==> src/rtl/ime_scan_ctrl_pkg.sv <==
// ime_scan_ctrl_pkg
//   Shared constants for the integer-ME scan sequencer: default PE count,
//   mvd width, search range and PE pipeline latency, plus FSM state codes.
//   No ports; imported by ime_scan_ctrl and its testbench.
package ime_scan_ctrl_pkg;

  localparam int IME_PE_NUM   = 4;   // PEs per step, horizontal stride
  localparam int IME_IMVD_LEN = 7;   // signed mvd component width
  localparam int IME_SR_X     = 16;  // x in [-SR_X, SR_X-PE_NUM]
  localparam int IME_SR_Y     = 16;  // y in [-SR_Y, SR_Y-1]
  localparam int IME_PE_LAT   = 2;   // pe_en_o -> PE cost valid latency

  // FSM state encodings
  localparam logic [1:0] ST_IDLE  = 2'd0;
  localparam logic [1:0] ST_SCAN  = 2'd1;
  localparam logic [1:0] ST_DRAIN = 2'd2;
  localparam logic [1:0] ST_DONE  = 2'd3;

endpackage

==> src/rtl/ime_dly_line.sv <==
// ime_dly_line
//   Fixed-depth alignment pipe: a valid bit and a data word travel together
//   through DEPTH register stages, so out_* equals in_* exactly DEPTH cycles
//   later. Shifts every cycle (no stall input). Synchronous reset clears
//   both the valid chain and the data so outputs read zero after reset.
// Ports
//   clk    in   1      clock
//   rst    in   1      synchronous active-high reset
//   in_v   in   1      valid entering the pipe
//   in_d   in   WIDTH  data entering the pipe
//   out_v  out  1      valid, DEPTH cycles late
//   out_d  out  WIDTH  data, DEPTH cycles late
module ime_dly_line #(
  parameter int DEPTH = 2,
  parameter int WIDTH = 8
) (
  input  logic             clk,
  input  logic             rst,
  input  logic             in_v,
  input  logic [WIDTH-1:0] in_d,
  output logic             out_v,
  output logic [WIDTH-1:0] out_d
);

  logic [DEPTH-1:0] v_q;
  logic [WIDTH-1:0] d_q [DEPTH];

  always_ff @(posedge clk) begin
    if (rst) begin
      v_q <= '0;
      for (int i = 0; i < DEPTH; i++) d_q[i] <= '0;
    end else begin
      v_q[0] <= in_v;
      d_q[0] <= in_d;
      for (int i = 1; i < DEPTH; i++) begin
        v_q[i] <= v_q[i-1];
        d_q[i] <= d_q[i-1];
      end
    end
  end

  assign out_v = v_q[DEPTH-1];
  assign out_d = d_q[DEPTH-1];

endmodule

==> src/rtl/ime_scan_ctrl.sv <==
// ime_scan_ctrl
//   Integer-ME search-window scan sequencer. Walks a candidate origin over
//   the window PE_NUM columns per step (raster order, x fastest), drives the
//   PE array, delays the step tag by PE_LAT so ime_mux sees cost_v/mvd
//   aligned, clears ime_mux at search start and pulses done_o once the mux
//   result is final.
//   Handshake: a step is issued on a cycle in SCAN where ref_rdy_i=1 (ref_rdy_i
//   is the ready for the next step); with ref_rdy_i=0 nothing is issued and
//   the position counters hold, so each position is issued exactly once.
// Ports
//   clk, rst                 clock, synchronous active-high reset
//   start_i                  start a search (accepted in IDLE only)
//   ref_rdy_i                reference pixels for current step available
//   pe_en_o                  PE array evaluates (pe_mvd_x_o, pe_mvd_y_o)
//   pe_mvd_x_o, pe_mvd_y_o   PE0 candidate of the current step
//   rst_mux_o                clear ime_mux best cost
//   cost_v_o, mvd_x_o/_y_o   to ime_mux, PE_LAT cycles after issue
//   busy_o                   search in progress
//   done_o                   one-cycle pulse, ime_mux result final
//   dbg_state_o              FSM state for observation
module ime_scan_ctrl
  import ime_scan_ctrl_pkg::*;
#(
  parameter int PE_NUM   = IME_PE_NUM,
  parameter int IMVD_LEN = IME_IMVD_LEN,
  parameter int SR_X     = IME_SR_X,
  parameter int SR_Y     = IME_SR_Y,
  parameter int PE_LAT   = IME_PE_LAT
) (
  input  logic                clk,
  input  logic                rst,
  input  logic                start_i,
  input  logic                ref_rdy_i,
  output logic                pe_en_o,
  output logic [IMVD_LEN-1:0] pe_mvd_x_o,
  output logic [IMVD_LEN-1:0] pe_mvd_y_o,
  output logic                rst_mux_o,
  output logic                cost_v_o,
  output logic [IMVD_LEN-1:0] mvd_x_o,
  output logic [IMVD_LEN-1:0] mvd_y_o,
  output logic                busy_o,
  output logic                done_o,
  output logic [1:0]          dbg_state_o
);

  // rst_mux_o must never coincide with the first cost_v_o
  if (PE_LAT < 1) begin : g_bad_lat
    $error("ime_scan_ctrl: PE_LAT must be >= 1");
  end
  if (((2 * SR_X) % PE_NUM) != 0) begin : g_bad_stride
    $error("ime_scan_ctrl: 2*SR_X must be a multiple of PE_NUM");
  end

  localparam int DW = (PE_LAT < 1) ? 1 : $clog2(PE_LAT + 1);

  localparam logic signed [IMVD_LEN-1:0] X_MIN  = IMVD_LEN'(-SR_X);
  localparam logic signed [IMVD_LEN-1:0] X_LAST = IMVD_LEN'(SR_X - PE_NUM);
  localparam logic signed [IMVD_LEN-1:0] Y_MIN  = IMVD_LEN'(-SR_Y);
  localparam logic signed [IMVD_LEN-1:0] Y_LAST = IMVD_LEN'(SR_Y - 1);
  localparam logic signed [IMVD_LEN-1:0] STRIDE = IMVD_LEN'(PE_NUM);
  localparam logic signed [IMVD_LEN-1:0] ONE    = IMVD_LEN'(1);

  logic [1:0]                 state;
  logic signed [IMVD_LEN-1:0] x_cnt;
  logic signed [IMVD_LEN-1:0] y_cnt;
  logic [DW-1:0]              drain_cnt;

  always_ff @(posedge clk) begin
    if (rst) begin
      state      <= ST_IDLE;
      x_cnt      <= '0;
      y_cnt      <= '0;
      drain_cnt  <= '0;
      pe_en_o    <= 1'b0;
      pe_mvd_x_o <= '0;
      pe_mvd_y_o <= '0;
      rst_mux_o  <= 1'b0;
      busy_o     <= 1'b0;
      done_o     <= 1'b0;
    end else begin
      // single-cycle strobes default low; pe_mvd_* keep last value
      pe_en_o   <= 1'b0;
      rst_mux_o <= 1'b0;
      done_o    <= 1'b0;
      case (state)
        ST_IDLE: begin
          if (start_i) begin
            state     <= ST_SCAN;
            rst_mux_o <= 1'b1;
            busy_o    <= 1'b1;
            x_cnt     <= X_MIN;
            y_cnt     <= Y_MIN;
          end
        end
        ST_SCAN: begin
          if (ref_rdy_i) begin
            pe_en_o    <= 1'b1;
            pe_mvd_x_o <= x_cnt;
            pe_mvd_y_o <= y_cnt;
            if (x_cnt == X_LAST) begin
              x_cnt <= X_MIN;
              if (y_cnt == Y_LAST) begin
                // last position issued this edge; wait for its cost
                state     <= ST_DRAIN;
                drain_cnt <= DW'(PE_LAT);
              end else begin
                y_cnt <= y_cnt + ONE;
              end
            end else begin
              x_cnt <= x_cnt + STRIDE;
            end
          end
        end
        ST_DRAIN: begin
          // PE_LAT+1 cycles in DRAIN: cost_v of the last step, then the
          // ime_mux register update, before done_o is raised
          if (drain_cnt == '0) begin
            state  <= ST_DONE;
            done_o <= 1'b1;
          end else begin
            drain_cnt <= drain_cnt - DW'(1);
          end
        end
        ST_DONE: begin
          state  <= ST_IDLE;
          busy_o <= 1'b0;
        end
        default: state <= ST_IDLE;
      endcase
    end
  end

  ime_dly_line #(
    .DEPTH (PE_LAT),
    .WIDTH (2 * IMVD_LEN)
  ) u_dly (
    .clk   (clk),
    .rst   (rst),
    .in_v  (pe_en_o),
    .in_d  ({pe_mvd_x_o, pe_mvd_y_o}),
    .out_v (cost_v_o),
    .out_d ({mvd_x_o, mvd_y_o})
  );

  assign dbg_state_o = state;

endmodule

==> config.mk <==
export PLATFORM = sky130hd
export DESIGN_NAME = ime_scan_ctrl
export DESIGN_NICKNAME = d
export VERILOG_FILES = /design/src/rtl/ime_scan_ctrl_pkg.sv /design/src/rtl/ime_dly_line.sv /design/src/rtl/ime_scan_ctrl.sv
export SDC_FILE = /design/constraint.sdc
export NUM_CORES = 1
export LEC_CHECK = 0
export ABC_CLOCK_PERIOD_IN_PS = 2400
export CORE_UTILIZATION = 40
export DETAILED_ROUTE_END_ITERATION = 10
export DONT_BUFFER_PORTS = 1
export HOLD_SLACK_MARGIN = 0.05
export SLEW_MARGIN = 20
export SYNTH_ARGS = -nofsm -noshare
export SYNTH_HDL_FRONTEND = slang
export SYNTH_SLANG_ARGS = --single-unit
==> constraint.sdc <==
create_clock -name clk -period 2.4 [get_ports clk]
set_clock_uncertainty 0.15 [all_clocks]
set_input_delay 0.48 -clock clk [delete_from_list [all_inputs] [get_ports clk]]
set_output_delay 0.48 -clock clk [all_outputs]
set_load 0.03 [all_outputs]
==> results.tsv <==
stage	metric	value	unit
synth	synth.distinct_cells	42	
final_layout	diodes	0	
drt	drt-vias-per-instance	5.130	
timing	finalSetupViolCount	0	
hold_path	whs_path_depth	1	
synth	yosysMostFrequentCell	dfxtp_1	
worst_setup_path	reg2reg_depth	5	
floorplanning	die_h	77.27	µm
synth	synth.area.top_cells	dfxtp_1 51%, nor2b_1 7.7%, buf_4 5.3%	
power_and_ir_drop	combPwrFrac	27.1	%
clock_network	cts_tree	yes	
timing	relSlewSlack	45.18	%
floorplanning	core_area	5473	µm²
power_and_ir_drop	leakage	0.9699	nW
clock_network	cts_setup_buffers	0	
timing	rsz0062_at_grt	no	
place	placedCellCount	282	
floorplanning	ioPinCount	39	
timing	finalCritPeriodShare	92.57	%
clock_network	clk-insertion-delay-late	0.33	ns
worst_setup_path	r2r-start	x_cnt[2]$_SDFFE_PP0P_	
timing	worst_slew_pin_slew	0.8192	ns
grt	grt_pass1_vias	1505	
grt	grt_pass1_wl	7.231	mm
synth	yosys.area.top_type	dfxtp_1	
power_and_ir_drop	seqPwrFrac	43.8	%
worst_setup_path	critPathRequiredTime	2.49	ns
final_layout	layoutNonFillerInstCount	301	
grt	groute.usage.overall	15.83	%
worst_setup_path	cp-end-kind	register	
grt	grt_max_degree	43	
synth	synth_common_cells	58 x dfxtp_1, 28 x nor2b_1, 16 x buf_4, 12 x nor2_1, 11 x a21oi_1	
floorplanning	start_util	41.40	%
floorplanning	die_area	5970	µm²
drt	routedWlPerCell	14.24	µm
timing	fin_ws	0.1784	ns
power_and_ir_drop	pwr-share-clk	29.2	%
drt	dr.pass1.iters	4	
place	port_buffers	0	
timing	min_period	2.222	ns
grt	grt-ovfl-total	0	
final_layout	nFillCells	527	
synth	synth_edf_count	0	
power_and_ir_drop	switching_share	36.49	%
clock_network	root_buffer	clkbuf_8	
hold_path	min_from	rst	
drt	wirelength	4.285	mm
place	hpwlAfterDp	2.716	mm
grt	antenna_found_initial	0	
worst_setup_path	crit_start	x_cnt[2]$_SDFFE_PP0P_	
outcome	outcome	finished clean	
place	gp_congestion	0.7728	
hold_path	hold_path_class	primary input to register	
clock_network	cts_buffer_depth	2	
worst_setup_path	start_kind	register	
run	maxCapViolCount	0	
clock_network	cts.clk_slew.worst_paths	0.06	ns
synth	synth_area	2266	µm²
worst_setup_path	crit_type	register to register	
worst_setup_path	critPathMaxFanout	8	
worst_setup_path	r2r_end	y_cnt[6]$_SDFFE_PP0P_	
power_and_ir_drop	power_density	1348	nW/µm²
hold_path	worstHoldEndpoint	u_dly.d_q[0][20]$_SDFF_PP0_	
timing	drv_slew	0	
synth	synthArstFlopShare	0	%
place	place_ws	0.2157	ns
power_and_ir_drop	p_switching	1.232	mW
synth	ys_seq_area_share	51.24	%
clock_network	numCtsBuffers	9	
drt	detail_route.iter0.violations	107	
timing	fin_tns_setup	0	ns
worst_setup_path	reg2reg_slack	0.18	ns
drt	route.detailed.drc	0	
timing	hold_viol_final	0	
synth	ys.flop_type	dfxtp_1	
synth	yosysTopAreaCellShare	51.24	%
final_layout	syn_to_final_growth	10.49	%
worst_setup_path	worstPathArrival	2.31	ns
power_and_ir_drop	intPower	2.144	mW
final_layout	fin_nets	235	
drt	antenna_left	0	
timing	fmax	0.4501	GHz
synth	ys.warnings.count	0	
synth	synthCells	226	
synth	avgSynthCellArea	10.03	µm²
power_and_ir_drop	vdd_drop_max	0.0007005	V
final_layout	drive_above_1_share	10.92	%
floorplanning	fp-row-count	27	
final_layout	post-route-util	45.75	%
clock_network	cts_htree_levels	3	
clock_network	cts_sinks	58	
synth	ys_ff_latch	58	
drt	vias	1544	
floorplanning	chipWidth	77.27	µm
==> flip-flops by register name, indices dropped and copies added, names as in the netlist <==
signal,cells
y_cnt,7
drain_cnt,2
busy_o,1
u_dly.d_q,24
done_o,1
pe_en_o,1
u_dly.v_q,2
pe_mvd_x_o,5
rst_mux_o,1
x_cnt,5
pe_mvd_y_o,7
dbg_state_o,2
==> cell families (layout without fill, tap and decap cells) <==
kind of cell	count (synthesis)	after routing	share of synthesized area (%)
DFF	58	58	51.24
AOI/OAI and AO/OA	49	49	16.46
muxes	2	2	0.8835
and+or+nand+nor	75	75	19.11
buffers and inverters	34	34	8.283
other	1	4	0.1655
adders and majority gates	7	7	3.865
==> how the worst max path moves through the flow <==
stage	endpoint	slack, ns	cells after the start
after detailed placement	y_cnt[6]$_SDFFE_PP0P_	0.22	5
after global routing	y_cnt[5]$_SDFFE_PP0P_	0.06	5
after floorplan	drain_cnt[1]$_SDFFE_PP0P_	0.35	5
after CTS	y_cnt[6]$_SDFFE_PP0P_	0.20	5
final	y_cnt[6]$_SDFFE_PP0P_	0.18	5
after global placement	y_cnt[5]$_SDFFE_PP0P_	0.25	5
==> timing repair <==
| item | in CTS | in global routing |
|---|---|---|
| resized for setup | 0 | 0 |
| endpoints found under the hold margin | 5 | 8 |
| hold buffers | 2 | 1 |
==> power by group through the flow <==
stage | registers, mW | clock network (mW) | logic, mW
after floorplan | 1.46 | 0 | 0.734
after global placement | 1.49 | 0 | 0.894
after detailed placement | 1.49 | 0 | 0.902
after CTS | 1.47 | 1.01 | 0.910
after global routing | 1.51 | 1.05 | 1.03
final | 1.48 | 0.984 | 0.914
==> cell usage in the layout (no fill, tap or decap), types with 2 or more instances in the layout <==
cell type	n
or3_1	2
a2bb2oi_1	2
o22a_1	9
o21ai_1	2
clkbuf_8	10
buf_4	5
nor2b_1	28
ha_1	7
nand2_1	9
nor2_1	12
nand3_1	3
bufinv_16	2
inv_1	10
and3_1	3
nor3_1	4
conb_1	4
dfxtp_1	58
mux2i_1	2
a311oi_1	4
nand4_1	2
o21ai_0	9
dlygate4sd3_1	3
clkinv_2	2
a21oi_1	11
nand2b_1	3
nor4b_1	2
a211oi_1	2
==> stage by stage <==
stage / power, mW / hold slack, ns / area [µm²]
after detailed placement: 2.396 / 0.2704 / 2255
after CTS: 3.395 / 0.05009 / 2494
after global routing: 3.591 / 0.05030 / 2504
final: 3.375 / 0.06122 / 2504
after global placement: 2.387 / 0.2674 / 2255
after floorplan: 2.196 / 0.2638 / 2277
==> metal layers <==
metal | global-route usage, % | up-vias | routed length, µm
met3 | 8.333 | 9 | 321
met4 | 8.113 | 0 | 67
met5 | 0 | - | 0
met1 | 19.72 | 712 | 2086
met2 | 21.86 | 50 | 1809
li1 | - | 773 | -
==> layout make-up <==
cell class	instances	area (µm²)	area share, %
clock buffers	11	141.4	5.647
clock inverters	5	77.57	3.098
inverters	10	37.54	1.499
multi-input cells	137	928.4	37.08
flip-flops and latches	58	1161	46.38
well taps	72	90.09	3.598
repair buffers	8	67.56	2.699
==> worst max-delay path: stages (launching register included) <==
cell,delay (ns)
dfxtp_1,0.39
ha_1,0.24
or4b_4,0.52
a221oi_4,0.46
a21oi_1,0.12
a311oi_1,0.25
Power figures use the tool's default switching activity.
